$ cat src/rtl/pong_engine_if.sv
// rtl/pong_engine_if.sv - frame-tick, control and game-state bundle between the sync path, the engine and the renderer
//
// Signals:
//   frame_tick                  one-cycle pulse per video frame (start of vblank)
//   left_up/left_down           left paddle controls, active-high levels
//   right_up/right_down         right paddle controls, active-high levels
//   serve                       one-cycle start/restart request
//   ball_x/ball_y               ball top-left corner
//   paddle_l_y/paddle_r_y       paddle top edges
//   score_l/score_r             scores
//   state                       IDLE=0, PLAY=1, POINT=2, OVER=3
//   point_pulse                 one cycle when a point is scored
//   game_over                   high while in OVER
// Modports: master drives the controls and reads the game state, slave is the engine.

interface pong_engine_if #(
    parameter int POS_W   = 10,
    parameter int SCORE_W = 4
);
    logic               frame_tick;
    logic               left_up;
    logic               left_down;
    logic               right_up;
    logic               right_down;
    logic               serve;
    logic [POS_W-1:0]   ball_x;
    logic [POS_W-1:0]   ball_y;
    logic [POS_W-1:0]   paddle_l_y;
    logic [POS_W-1:0]   paddle_r_y;
    logic [SCORE_W-1:0] score_l;
    logic [SCORE_W-1:0] score_r;
    logic [1:0]         state;
    logic               point_pulse;
    logic               game_over;

    modport master (
        output frame_tick, left_up, left_down, right_up, right_down, serve,
        input  ball_x, ball_y, paddle_l_y, paddle_r_y, score_l, score_r,
               state, point_pulse, game_over
    );

    modport slave (
        input  frame_tick, left_up, left_down, right_up, right_down, serve,
        output ball_x, ball_y, paddle_l_y, paddle_r_y, score_l, score_r,
               state, point_pulse, game_over
    );
endinterface

$ cat src/rtl/pong_engine.sv
// rtl/pong_engine.sv - Pong game-state engine: ball, paddles, collisions, scoring, serve delay, game over
//
// Ports:
//   clk      system clock
//   rst      synchronous, active-high reset
//   bus      pong_engine_if.slave (frame_tick, paddle controls, serve in; positions, scores,
//            state, point_pulse, game_over out; all outputs registered)
// Build option:
//   PONG_AI_EN  when defined the right paddle tracks the ball and ignores right_up/right_down.

module pong_engine #(
    parameter int H_RES       = 640,
    parameter int V_RES       = 480,
    parameter int POS_W       = 10,
    parameter int PADDLE_X    = 32,
    parameter int PADDLE_W    = 8,
    parameter int PADDLE_H    = 64,
    parameter int BALL_SIZE   = 8,
    parameter int PADDLE_STEP = 4,
    parameter int BALL_SPEED  = 4,
    parameter int SCORE_W     = 4,
    parameter int SCORE_MAX   = 9,
    parameter int SERVE_DELAY = 60
) (
    input  logic          clk,
    input  logic          rst,
    pong_engine_if.slave  bus
);

    typedef enum logic [1:0] {
        IDLE  = 2'd0,
        PLAY  = 2'd1,
        POINT = 2'd2,
        OVER  = 2'd3
    } state_t;

    // Two spare bits so every sum of a coordinate and a constant fits without wrapping.
    localparam int WW = POS_W + 2;
    typedef logic [WW-1:0] wide_t;

    localparam int CNT_W = (SERVE_DELAY < 1) ? 1 : $clog2(SERVE_DELAY + 1);

    localparam logic [POS_W-1:0] CX       = POS_W'((H_RES - BALL_SIZE) / 2);
    localparam logic [POS_W-1:0] CY       = POS_W'((V_RES - BALL_SIZE) / 2);
    localparam logic [POS_W-1:0] P_MID    = POS_W'((V_RES - PADDLE_H) / 2);
    localparam logic [POS_W-1:0] B_MAX_Y  = POS_W'(V_RES - BALL_SIZE);
    localparam logic [POS_W-1:0] FL       = POS_W'(PADDLE_X + PADDLE_W);
    localparam logic [POS_W-1:0] FR_BALL  = POS_W'(H_RES - PADDLE_X - PADDLE_W - BALL_SIZE);
    localparam logic [POS_W-1:0] STEP     = POS_W'(PADDLE_STEP);
    localparam logic [POS_W-1:0] SPD      = POS_W'(BALL_SPEED);
    localparam logic [POS_W-1:0] P_MAX    = POS_W'(V_RES - PADDLE_H);

    localparam wide_t W_FL     = wide_t'(PADDLE_X + PADDLE_W);
    localparam wide_t W_FR     = wide_t'(H_RES - PADDLE_X - PADDLE_W);
    localparam wide_t W_HRES   = wide_t'(H_RES);
    localparam wide_t W_VRES   = wide_t'(V_RES);
    localparam wide_t W_SIZE   = wide_t'(BALL_SIZE);
    localparam wide_t W_SPD    = wide_t'(BALL_SPEED);
    localparam wide_t W_PH     = wide_t'(PADDLE_H);
    localparam wide_t W_STEP   = wide_t'(PADDLE_STEP);
    localparam wide_t W_PMAX   = wide_t'(V_RES - PADDLE_H);

    localparam logic [SCORE_W-1:0] S_MAX = SCORE_W'(SCORE_MAX);
    localparam logic [SCORE_W-1:0] S_ONE = SCORE_W'(1);
    localparam logic [CNT_W-1:0]   DELAY = CNT_W'(SERVE_DELAY);
    localparam logic [CNT_W-1:0]   C_ONE = CNT_W'(1);

    state_t             state_q, state_d;
    logic [POS_W-1:0]   bx_q, bx_d, by_q, by_d;
    logic [POS_W-1:0]   pl_q, pl_d, pr_q, pr_d;
    logic [SCORE_W-1:0] sl_q, sl_d, sr_q, sr_d;
    logic               dx_q, dx_d;     // 1 = moving right
    logic               dy_q, dy_d;     // 1 = moving down
    logic [CNT_W-1:0]   cnt_q, cnt_d;
    logic               pulse_q, pulse_d;

    logic               point_l, point_r;
    logic [SCORE_W-1:0] new_score;
    logic               r_up, r_dn;

    wide_t bx_w, by_w, pl_w, pr_w;
    logic  ov_l, ov_r;

    function automatic wide_t wz(input logic [POS_W-1:0] v);
        return wide_t'(v);
    endfunction

    // Paddle step with clamping; the limit is tested before subtracting so y never wraps.
    function automatic logic [POS_W-1:0] paddle_move(input logic [POS_W-1:0] y,
                                                     input logic up, input logic dn);
        logic [POS_W-1:0] r;
        r = y;
        if (up && !dn) begin
            r = (wz(y) < W_STEP) ? '0 : y - STEP;
        end else if (dn && !up) begin
            r = (wz(y) + W_STEP > W_PMAX) ? P_MAX : y + STEP;
        end
        return r;
    endfunction

    assign bx_w = wz(bx_q);
    assign by_w = wz(by_q);
    assign pl_w = wz(pl_q);
    assign pr_w = wz(pr_q);

    // Vertical overlap of the ball with each paddle, using positions before this frame's update.
    assign ov_l = (by_w + W_SIZE > pl_w) && (by_w < pl_w + W_PH);
    assign ov_r = (by_w + W_SIZE > pr_w) && (by_w < pr_w + W_PH);

`ifdef PONG_AI_EN
    localparam wide_t W_HALF_B = wide_t'(BALL_SIZE / 2);
    localparam wide_t W_HALF_P = wide_t'(PADDLE_H / 2);
    localparam wide_t W_DEAD   = wide_t'(4);

    wide_t ai_bc, ai_pc;
    assign ai_bc = by_w + W_HALF_B;
    assign ai_pc = pr_w + W_HALF_P;
    // Dead band around the paddle centre keeps the paddle from dithering.
    assign r_up  = (ai_bc + W_DEAD < ai_pc);
    assign r_dn  = (ai_bc > ai_pc + W_DEAD);
`else
    assign r_up  = bus.right_up;
    assign r_dn  = bus.right_down;
`endif

    always_ff @(posedge clk) begin
        if (rst) begin
            state_q <= IDLE;
            bx_q    <= CX;
            by_q    <= CY;
            pl_q    <= P_MID;
            pr_q    <= P_MID;
            sl_q    <= '0;
            sr_q    <= '0;
            dx_q    <= 1'b1;
            dy_q    <= 1'b1;
            cnt_q   <= '0;
            pulse_q <= 1'b0;
        end else begin
            state_q <= state_d;
            bx_q    <= bx_d;
            by_q    <= by_d;
            pl_q    <= pl_d;
            pr_q    <= pr_d;
            sl_q    <= sl_d;
            sr_q    <= sr_d;
            dx_q    <= dx_d;
            dy_q    <= dy_d;
            cnt_q   <= cnt_d;
            pulse_q <= pulse_d;
        end
    end

    always_comb begin
        state_d   = state_q;
        bx_d      = bx_q;
        by_d      = by_q;
        pl_d      = pl_q;
        pr_d      = pr_q;
        sl_d      = sl_q;
        sr_d      = sr_q;
        dx_d      = dx_q;
        dy_d      = dy_q;
        cnt_d     = cnt_q;
        pulse_d   = 1'b0;
        point_l   = 1'b0;
        point_r   = 1'b0;
        new_score = '0;

        if (bus.frame_tick && state_q != OVER) begin
            pl_d = paddle_move(pl_q, bus.left_up, bus.left_down);
            pr_d = paddle_move(pr_q, r_up, r_dn);
        end

        case (state_q)
            IDLE: begin
                // serve wins over a coinciding frame_tick: the ball stays put this frame.
                if (bus.serve) begin
                    state_d = PLAY;
                    bx_d    = CX;
                    by_d    = CY;
                    dx_d    = 1'b1;
                    dy_d    = 1'b1;
                end
            end

            PLAY: begin
                if (bus.frame_tick) begin
                    if (!dy_q && by_w < W_SPD) begin
                        by_d = '0;
                        dy_d = 1'b1;
                    end else if (dy_q && by_w + W_SIZE + W_SPD > W_VRES) begin
                        by_d = B_MAX_Y;
                        dy_d = 1'b0;
                    end else if (dy_q) begin
                        by_d = by_q + SPD;
                    end else begin
                        by_d = by_q - SPD;
                    end

                    if (!dx_q) begin
                        if (bx_w >= W_FL && bx_w < W_FL + W_SPD && ov_l) begin
                            bx_d = FL;
                            dx_d = 1'b1;
                        end else if (bx_w < W_SPD) begin
                            point_r = 1'b1;
                        end else begin
                            bx_d = bx_q - SPD;
                        end
                    end else begin
                        if (bx_w + W_SIZE <= W_FR && bx_w + W_SIZE + W_SPD > W_FR && ov_r) begin
                            bx_d = FR_BALL;
                            dx_d = 1'b0;
                        end else if (bx_w + W_SIZE + W_SPD > W_HRES) begin
                            point_l = 1'b1;
                        end else begin
                            bx_d = bx_q + SPD;
                        end
                    end

                    if (point_l || point_r) begin
                        new_score = point_l ? sl_q + S_ONE : sr_q + S_ONE;
                        if (point_l) begin
                            sl_d = new_score;
                        end else begin
                            sr_d = new_score;
                        end
                        pulse_d = 1'b1;
                        bx_d    = CX;
                        by_d    = CY;
                        // Next serve heads toward the player who conceded.
                        dx_d    = point_l;
                        dy_d    = 1'b1;
                        if (new_score == S_MAX) begin
                            state_d = OVER;
                        end else begin
                            state_d = POINT;
                            cnt_d   = DELAY;
                        end
                    end
                end
            end

            POINT: begin
                // Resumes on the frame that would take the counter to zero,
                // so the freeze lasts exactly SERVE_DELAY frames.
                if (bus.frame_tick) begin
                    if (cnt_q <= C_ONE) begin
                        state_d = PLAY;
                        cnt_d   = '0;
                    end else begin
                        cnt_d = cnt_q - C_ONE;
                    end
                end
            end

            OVER: begin
                if (bus.serve) begin
                    state_d = PLAY;
                    sl_d    = '0;
                    sr_d    = '0;
                    bx_d    = CX;
                    by_d    = CY;
                    dx_d    = 1'b1;
                    dy_d    = 1'b1;
                end
            end
        endcase
    end

    assign bus.ball_x      = bx_q;
    assign bus.ball_y      = by_q;
    assign bus.paddle_l_y  = pl_q;
    assign bus.paddle_r_y  = pr_q;
    assign bus.score_l     = sl_q;
    assign bus.score_r     = sr_q;
    assign bus.state       = state_q;
    assign bus.point_pulse = pulse_q;
    assign bus.game_over   = (state_q == OVER);

endmodule
$ cat src/flat_wrapper.sv
// flat-port wrapper written by rule: the top's interface ports become plain ports
module pong_engine_flat 
#(
    parameter int H_RES       = 640,
    parameter int V_RES       = 480,
    parameter int POS_W       = 10,
    parameter int PADDLE_X    = 32,
    parameter int PADDLE_W    = 8,
    parameter int PADDLE_H    = 64,
    parameter int BALL_SIZE   = 8,
    parameter int PADDLE_STEP = 4,
    parameter int BALL_SPEED  = 4,
    parameter int SCORE_W     = 4,
    parameter int SCORE_MAX   = 9,
    parameter int SERVE_DELAY = 60
)
  (clk, rst, bus_frame_tick, bus_left_up, bus_left_down, bus_right_up, bus_right_down, bus_serve, bus_ball_x, bus_ball_y, bus_paddle_l_y, bus_paddle_r_y, bus_score_l, bus_score_r, bus_state, bus_point_pulse, bus_game_over);
  pong_engine_if #(.POS_W(POS_W), .SCORE_W(SCORE_W)) bus_i ();
  input  logic clk;
  input  logic rst;
  input wire logic [$bits(bus_i.frame_tick)-1:0] bus_frame_tick;
  input wire logic [$bits(bus_i.left_up)-1:0] bus_left_up;
  input wire logic [$bits(bus_i.left_down)-1:0] bus_left_down;
  input wire logic [$bits(bus_i.right_up)-1:0] bus_right_up;
  input wire logic [$bits(bus_i.right_down)-1:0] bus_right_down;
  input wire logic [$bits(bus_i.serve)-1:0] bus_serve;
  output wire logic [$bits(bus_i.ball_x)-1:0] bus_ball_x;
  output wire logic [$bits(bus_i.ball_y)-1:0] bus_ball_y;
  output wire logic [$bits(bus_i.paddle_l_y)-1:0] bus_paddle_l_y;
  output wire logic [$bits(bus_i.paddle_r_y)-1:0] bus_paddle_r_y;
  output wire logic [$bits(bus_i.score_l)-1:0] bus_score_l;
  output wire logic [$bits(bus_i.score_r)-1:0] bus_score_r;
  output wire logic [$bits(bus_i.state)-1:0] bus_state;
  output wire logic [$bits(bus_i.point_pulse)-1:0] bus_point_pulse;
  output wire logic [$bits(bus_i.game_over)-1:0] bus_game_over;
  assign bus_i.frame_tick = bus_frame_tick;
  assign bus_i.left_up = bus_left_up;
  assign bus_i.left_down = bus_left_down;
  assign bus_i.right_up = bus_right_up;
  assign bus_i.right_down = bus_right_down;
  assign bus_i.serve = bus_serve;
  assign bus_ball_x = bus_i.ball_x;
  assign bus_ball_y = bus_i.ball_y;
  assign bus_paddle_l_y = bus_i.paddle_l_y;
  assign bus_paddle_r_y = bus_i.paddle_r_y;
  assign bus_score_l = bus_i.score_l;
  assign bus_score_r = bus_i.score_r;
  assign bus_state = bus_i.state;
  assign bus_point_pulse = bus_i.point_pulse;
  assign bus_game_over = bus_i.game_over;
  pong_engine #(.H_RES(H_RES), .V_RES(V_RES), .POS_W(POS_W), .PADDLE_X(PADDLE_X), .PADDLE_W(PADDLE_W), .PADDLE_H(PADDLE_H), .BALL_SIZE(BALL_SIZE), .PADDLE_STEP(PADDLE_STEP), .BALL_SPEED(BALL_SPEED), .SCORE_W(SCORE_W), .SCORE_MAX(SCORE_MAX), .SERVE_DELAY(SERVE_DELAY)) u_core (.clk(clk), .rst(rst), .bus(bus_i));
endmodule
$ cat config.mk
export PLATFORM = sky130hd
export DESIGN_NAME = pong_engine_flat
export DESIGN_NICKNAME = d
export VERILOG_FILES = /design/src/rtl/pong_engine_if.sv /design/src/rtl/pong_engine.sv /design/src/flat_wrapper.sv
export SDC_FILE = /design/constraint.sdc
export NUM_CORES = 1
export LEC_CHECK = 0
export ABC_AREA = 1
export CAP_MARGIN = 0
export CORE_MARGIN = 2
export CORE_UTILIZATION = 45
export CTS_CLUSTER_SIZE = 25
export DETAILED_ROUTE_END_ITERATION = 7
export PLACE_DENSITY = 0.67
export REMOVE_ABC_BUFFERS = 1
export SLEW_MARGIN = 20
export SYNTH_ARGS = -nofsm -noshare
export SYNTH_HDL_FRONTEND = slang
export SYNTH_SLANG_ARGS = --single-unit
$ cat constraint.sdc
create_clock -name clk -period 4.21 [get_ports clk]
set_input_delay 0.842 -clock clk [delete_from_list [all_inputs] [get_ports clk]]
set_output_delay 0.842 -clock clk [all_outputs]
set_load 0.005 [all_outputs]
* Yosys cells after proc, flatten, opt, wreduce, memory -nomap -nowiden
Index checks and enable logic that the tools add are counted.
Widths: inputs -> output; s select.
** Word-level totals
- Bits in registers :: 59
- Input bits :: 8
- Output and inout port bits :: 52
- Word-level logic and storage cells :: 172
** Cells by class
- Add/sub/neg operators :: 19
- Order comparisons :: 17
- Eq/ne operators :: 17
- Multiplexer cells :: 70
- Bitwise gates (word level) :: 2
- Reductions and logical operators :: 36
** Operators with widths (number)
- $mux 10 :: 22
- $add 10x3->10 const B :: 4
- $lt 10x3->1 const B :: 4
- $pmux 10 s2 :: 2
- $sub 10x3->10 const B :: 4
- $gt 12x9->1 const B :: 3
- $mux 4 :: 8
- $mux 6 :: 5
- $reduce_and 5->1 :: 5
- $add 12x3->12 const B :: 2
- $gt 12x10->1 const B :: 2
- $lt 10x12->1 :: 2
- $add 10x3->11 const B :: 2
- $add 10x4->11 const B :: 2
- $add 10x7->11 const B :: 2
- $mux 1 :: 22
- $pmux 4 s2 :: 2
- $logic_and 1x1->1 :: 13
- $gt 12x10->1 :: 1
- $le 12x10->1 const B :: 1
- $ne 2x2->1 const B :: 6
- $pmux 6 s2 :: 1
- $gt 11x10->1 :: 1
- $ge 10x6->1 const B :: 1
- 24 further kinds :: 44

* Longest topological paths before layout
- Depth in word-level cells :: 15
- Depth in mapped cells :: 29
- Mapped depth without buffers :: 28

* Least setup slack after synthesis
No wires, ideal clock.
- Kind :: reg-to-reg
- From :: register u_core.by_q[4], in the netlist u_core.bus.ball_y[4]
- To :: register u_core.cnt_q[0]
- Setup time :: 0.115 ns
- Arrival :: 3.104 ns
- Required time :: 4.095 ns
- Slack :: 0.991 ns
- Stages on the path, launching flop included :: 27
- Path buffers :: 1
- Clock period less this slack :: 3.219 ns
- Path through :: dfxtp_1 > ha_1 > nand2_1 > nor3_1 > xor2_1 > inv_1 > ha_1 > nand2_1 > inv_1 > nand2_1 > nor2_1 > nor2_2 > nand3_2 > nor2_4 > nand2_4 > nand3_4 > nand2_1 > nand2_2 > ha_1 > inv_1 > nand2_1 > nand2_1 > nor2_2 > nand3_2 > buf_6 > a21oi_1 > nor2_1
** On the way
- Longest elaborated chain between the ends :: 12
- Elaborated cells on any way between the ends :: 23
- Those cells by class :: 1 x add/sub; 4 x order compare; 3 x eq/ne; 9 x mux; 6 x reduce/logical
** Ends and longest elaborated chain
- start: declaration :: line pong_engine.sv:69 : logic [POS_W-1:0] bx_q, bx_d, by_q, by_d;
- start signal: assignment :: line pong_engine.sv:142 : by_q <= by_d;
- $add 10x4->11 :: line pong_engine.sv:107, pong_engine.sv:108
- $gt 12x10->1 :: line pong_engine.sv:108 : assign ov_r = (by_w + W_SIZE > pr_w) && (by_w < pr_w + W_PH);
- $logic_and 1x1->1 :: line pong_engine.sv:108
- $logic_and 1x1->1 :: line pong_engine.sv:211 : if (bx_w + W_SIZE <= W_FR && bx_w + W_SIZE + W_SPD > W_FR && ov_r) begin
- $mux 1 :: line pong_engine.sv:211
- $mux 1 :: line pong_engine.sv:201 : if (!dx_q) begin
- $mux 1 :: line pong_engine.sv:188 : if (bus.frame_tick) begin
- $mux 1 :: line pong_engine.sv:175 : case (state_q)
- $mux 4 :: line pong_engine.sv:222 : new_score = point_l ? sl_q + S_ONE : sr_q + S_ONE;
- $eq 4x4->1 :: line pong_engine.sv:234 : if (new_score == S_MAX) begin
- $ne 2x2->1 (no line)
- $reduce_and 5->1 (no line) (*)
- end signal: assignment :: line pong_engine.sv:149 : cnt_q <= cnt_d;
- end: declaration :: line pong_engine.sv:74 : logic [CNT_W-1:0] cnt_q, cnt_d;
Every way passes the cells marked *; elsewhere a longest branch is shown, timed or not. The select of a mux whose other input is x is not followed.
A chain may end at the register's enable or synchronous reset.

* Final worst setup path
- From :: register u_core.by_q[3], in the netlist u_core.bus.ball_y[3]
- To :: register u_core.cnt_q[5]
The elaborated chain is that of the path after synthesis.

==> key figures <==
Outcome
  • Outcome: complete, but fails checks
  • Failing checks: design-rule violations

Cells and area
  • Area Overhead vs Synth: 14.71%
  • Post-Layout Cell Count: between 1000 and 1500
  • Nets: 942
  • Ratio of cells with drive above 1 in the final layout: 0.07390
  • ANT cells: 0
  • Final Cell Area: 6148 sq um

Floorplanning
  • Initial Utilization: 0.4654
  • Die Y-Extent: 113.1 microns
  • Die W: roughly 110 microns
  • Top Ports: 60
  • Die ar.: around 13000 sq um
  • Row count: 39
  • Core area: 11520 sq um

Worst hold path
  • Min-delay worst type: flop to flop

Synthesis
  • Ys Warns: 0
  • Synth top area share: 0.1905
  • EDFF count, synth: 0
  • Commonest cells post-synth: nand2_1, inv_1, nor2_1
  • Register area share after synthesis: 0.1905
  • Register bit total from synthesis: 51
  • Count leader, synth: nand2_1
  • Cells after Synth: 817
  • Post-synth top flop: dfxtp_1
  • Post-Syn Area per Cell: ~6.6 sq um
  • Post-synthesis cell type count: slightly above 50
  • Leading area contributor after synthesis: dfxtp_1
  • Top post-synthesis cells by area: dfxtp_1, ha_1, nand2_1
  • Ys async rst share: 0
  • Netlist Area Pre-Place: between 5000 and 6000 sq um

Clocking
  • CTS tree: built
  • Clk buf depth: 2
  • Num CTS Buffers: 5
  • Clock edge transition at the registers on the reported setup and hold paths: roughly 0.08 ns
  • Clock sinks: 51
  • Clk_lat worst skew: ~0.31 ns
  • Hold-fix buffer count after cts: 0
  • Root buffer cell: clkbuf_16
  • CTS HTree Levels: 2

Power
  • Lkg Pwr: 2.929 nW
  • Internal: between 1.5 and 2 mW
  • Seq pwr share: 0.239
  • Clock power frac: 0.124
  • Comb power frac: 0.636
  • Worst VDD drop: around 0.00031 V
  • Sw frac: 0.5138
  • Pwr dens: roughly 580 nW/um^2
  • Net Sw Power: about 1.8 mW

Place
  • Post-DP HPWL: 11330 microns
  • RD Place Congestion: 0.9439
  • Placed cell area: 5971 sq um
  • Port Buffers: between 50 and 60
  • Cells after DPL: 998
  • Setup WS pre-CTS: about 0.44 ns

STA
  • Final Hold Fails: 0
  • Clock skew: roughly 0.009 ns
  • WHS: roughly 0.52 ns
  • Final Setup Violations: 0
  • Worst Setup Slack, final: 0.3315 ns
  • Max-slew violations: 0
  • Fmax: about 260 MHz
  • Final Critical Period: between 3 and 4 ns
  • Relative slew slack: 0.3970
  • Worst-margin pin slew: ~0.90 ns
  • Tcrit/Tclk final: 0.9213

Setup path
  • CP cell instances: clkinvlp_4 -> buf_4 -> ha_1 -> ha_1 -> nand2_1 -> nor2_1 -> o21ai_0 -> nand2_1 -> nand2_1 -> nand2_1 -> nand3_2 -> nor2_4 -> nand2_4 -> nand3_4 -> nand2_1 -> nand2_2 -> ha_1 -> inv_1 -> nand2_1 -> nand2_1 -> nor2_2 -> nand3_2 -> a21oi_1 -> nor2_1
  • Critical path class: flop to flop
  • CP delay by family, top: simple AND/OR/NAND/NOR gates
  • Worst EP arrival: between 4 and 5 ns
  • Slowest CP cell: dfxtp_1
  • WP buf/inv: 3
  • Req. time, crit path: around 4.4 ns
  • CP dominant cell by count: nand2_1
  • CP max FO: 12
  • Critical path startpoint category: flop
  • Worst path max stage delay: 0.56 ns
  • Worst setup EP type: flop

Drt
  • WL/cell: about 15 microns
  • Detailed Route WL: between 10000 and 15000 microns
  • DRC viols: 4
  • Routed Antenna Nets: 0
  • TritonRoute pass-1 iters: 7
  • Starting DRT DRC Count: around 450
  • Routed vias/inst: about 5.5
  • DR vias: ~5600

Job
  • Max cap viols: 0

GRT
  • Initial antenna violation count: 0
  • Total track usage: 0.2318
  • Global route total overflow: 0
  • Vias in the first global route: about 5200
  • Largest net degree at the start of global routing: 29
  • First-pass GRT wire length: roughly 25000 microns
-- layout by cell type (no fill, tap or decap), types with 17 or more instances in the layout --
| cell type | n |
|---|---|
| nand2_1 | 151 |
| inv_1 | 108 |
| nor2_1 | 79 |
| ha_1 | 69 |
| a21oi_1 | 64 |
| o21ai_0 | 60 |
| clkdlybuf4s50_1 | 51 |
| dfxtp_1 | 51 |
| nand3_1 | 39 |
| xor2_1 | 28 |
| nand4_1 | 17 |
-- worst reg2reg max path: cells and delay by family, from the launching register on --
| family | cells | cell delay (ns) |
|---|---|---|
| AO/OA/AOI/OAI | 2 | 0.34 |
| adder cells (fa/ha/maj) | 3 | 0.82 |
| buffers and inverters | 3 | 0.50 |
| flip-flops | 1 | 0.56 |
| AND/OR/NAND/NOR | 16 | 1.57 |
-- cells by family (layout without fill, tap and decap cells) --
logic type | count (synthesis) | after routing | synth area share
adder cells (fa/ha/maj) | 69 | 69 | 0.1611
AO/OA/AOI/OAI | 173 | 173 | 0.1858
other | 1 | 8 | 0.0006996
buffers and inverters | 144 | 186 | 0.1113
XOR/XNOR | 32 | 32 | 0.05229
flip-flops | 51 | 51 | 0.1905
AND/OR/NAND/NOR | 347 | 347 | 0.2983
-- routing by layer --
metal,wire (microns),GRT usage,vias up
li1,-,-,2816
met2,6860,0.3864,173
met5,0,0,-
met3,787,0.02571,19
met4,255,0.06992,0
met1,6874,0.3154,2547
-- final cells by class --
type / instances / area, sq um
clock buffer: 5 / 125.1
sequential: 51 / 1021
tap: 143 / 178.9
clock inverter: 3 / 26.28
timing repair buffer: 61 / 585.6
fill: 1154 / 5368
inverter: 117 / 442.9
multi-input combinational: 629 / 3769
-- registers in the layout, indices dropped and copies added (netlist names) --
| register | flops |
|---|---|
| u_core.dx_q | 1 |
| u_core.bus.paddle_r_y | 8 |
| u_core.bus.score_l | 4 |
| u_core.bus.score_r | 4 |
| u_core.bus.state | 2 |
| u_core.bus.ball_x | 8 |
| u_core.dy_q | 1 |
| u_core.bus.ball_y | 8 |
| u_core.bus.paddle_l_y | 8 |
| u_core.cnt_q | 6 |
| u_core.bus.point_pulse | 1 |
-- through the flow --
step	TNS, ns	utilization	total power [mW]
2_1_floorplan	0	-	2.350
3_3_place_gp	0	0.5185	3.024
4_1_cts	0	0.5316	3.513
6_report	0	0.5339	3.538
3_5_place_dp	0	0.5185	3.056
5_1_grt	-0.002013	0.5339	3.898
-- timing repair --
item	in CTS	in global routing
endpoints found under the setup margin	0	6
buffers inserted	0	3
gates resized for setup	0	1
-- power groups by stage --
stage | clock network (mW) | logic, mW | registers, mW
CTS | 0.449 | 2.22 | 0.840
detailed placement | 0 | 2.21 | 0.849
global placement | 0 | 2.18 | 0.846
finish | 0.440 | 2.25 | 0.847
global route | 0.465 | 2.56 | 0.873
floorplan | 0 | 1.54 | 0.808
-- path summary, 6_finish.rpt --
check | endpoint | start | cells after the start | slack (ns)
min | u_core.cnt_q[2] | u_core.cnt_q[2] | 2 | 0.52
max reg2reg | u_core.cnt_q[5] | u_core.bus.ball_y[3] | 24 | 0.33
min reg2reg | u_core.cnt_q[2] | u_core.cnt_q[2] | 2 | 0.52
max | u_core.cnt_q[5] | u_core.bus.ball_y[3] | 24 | 0.33
No activity file was read; power rests on OpenSTA's default activity.
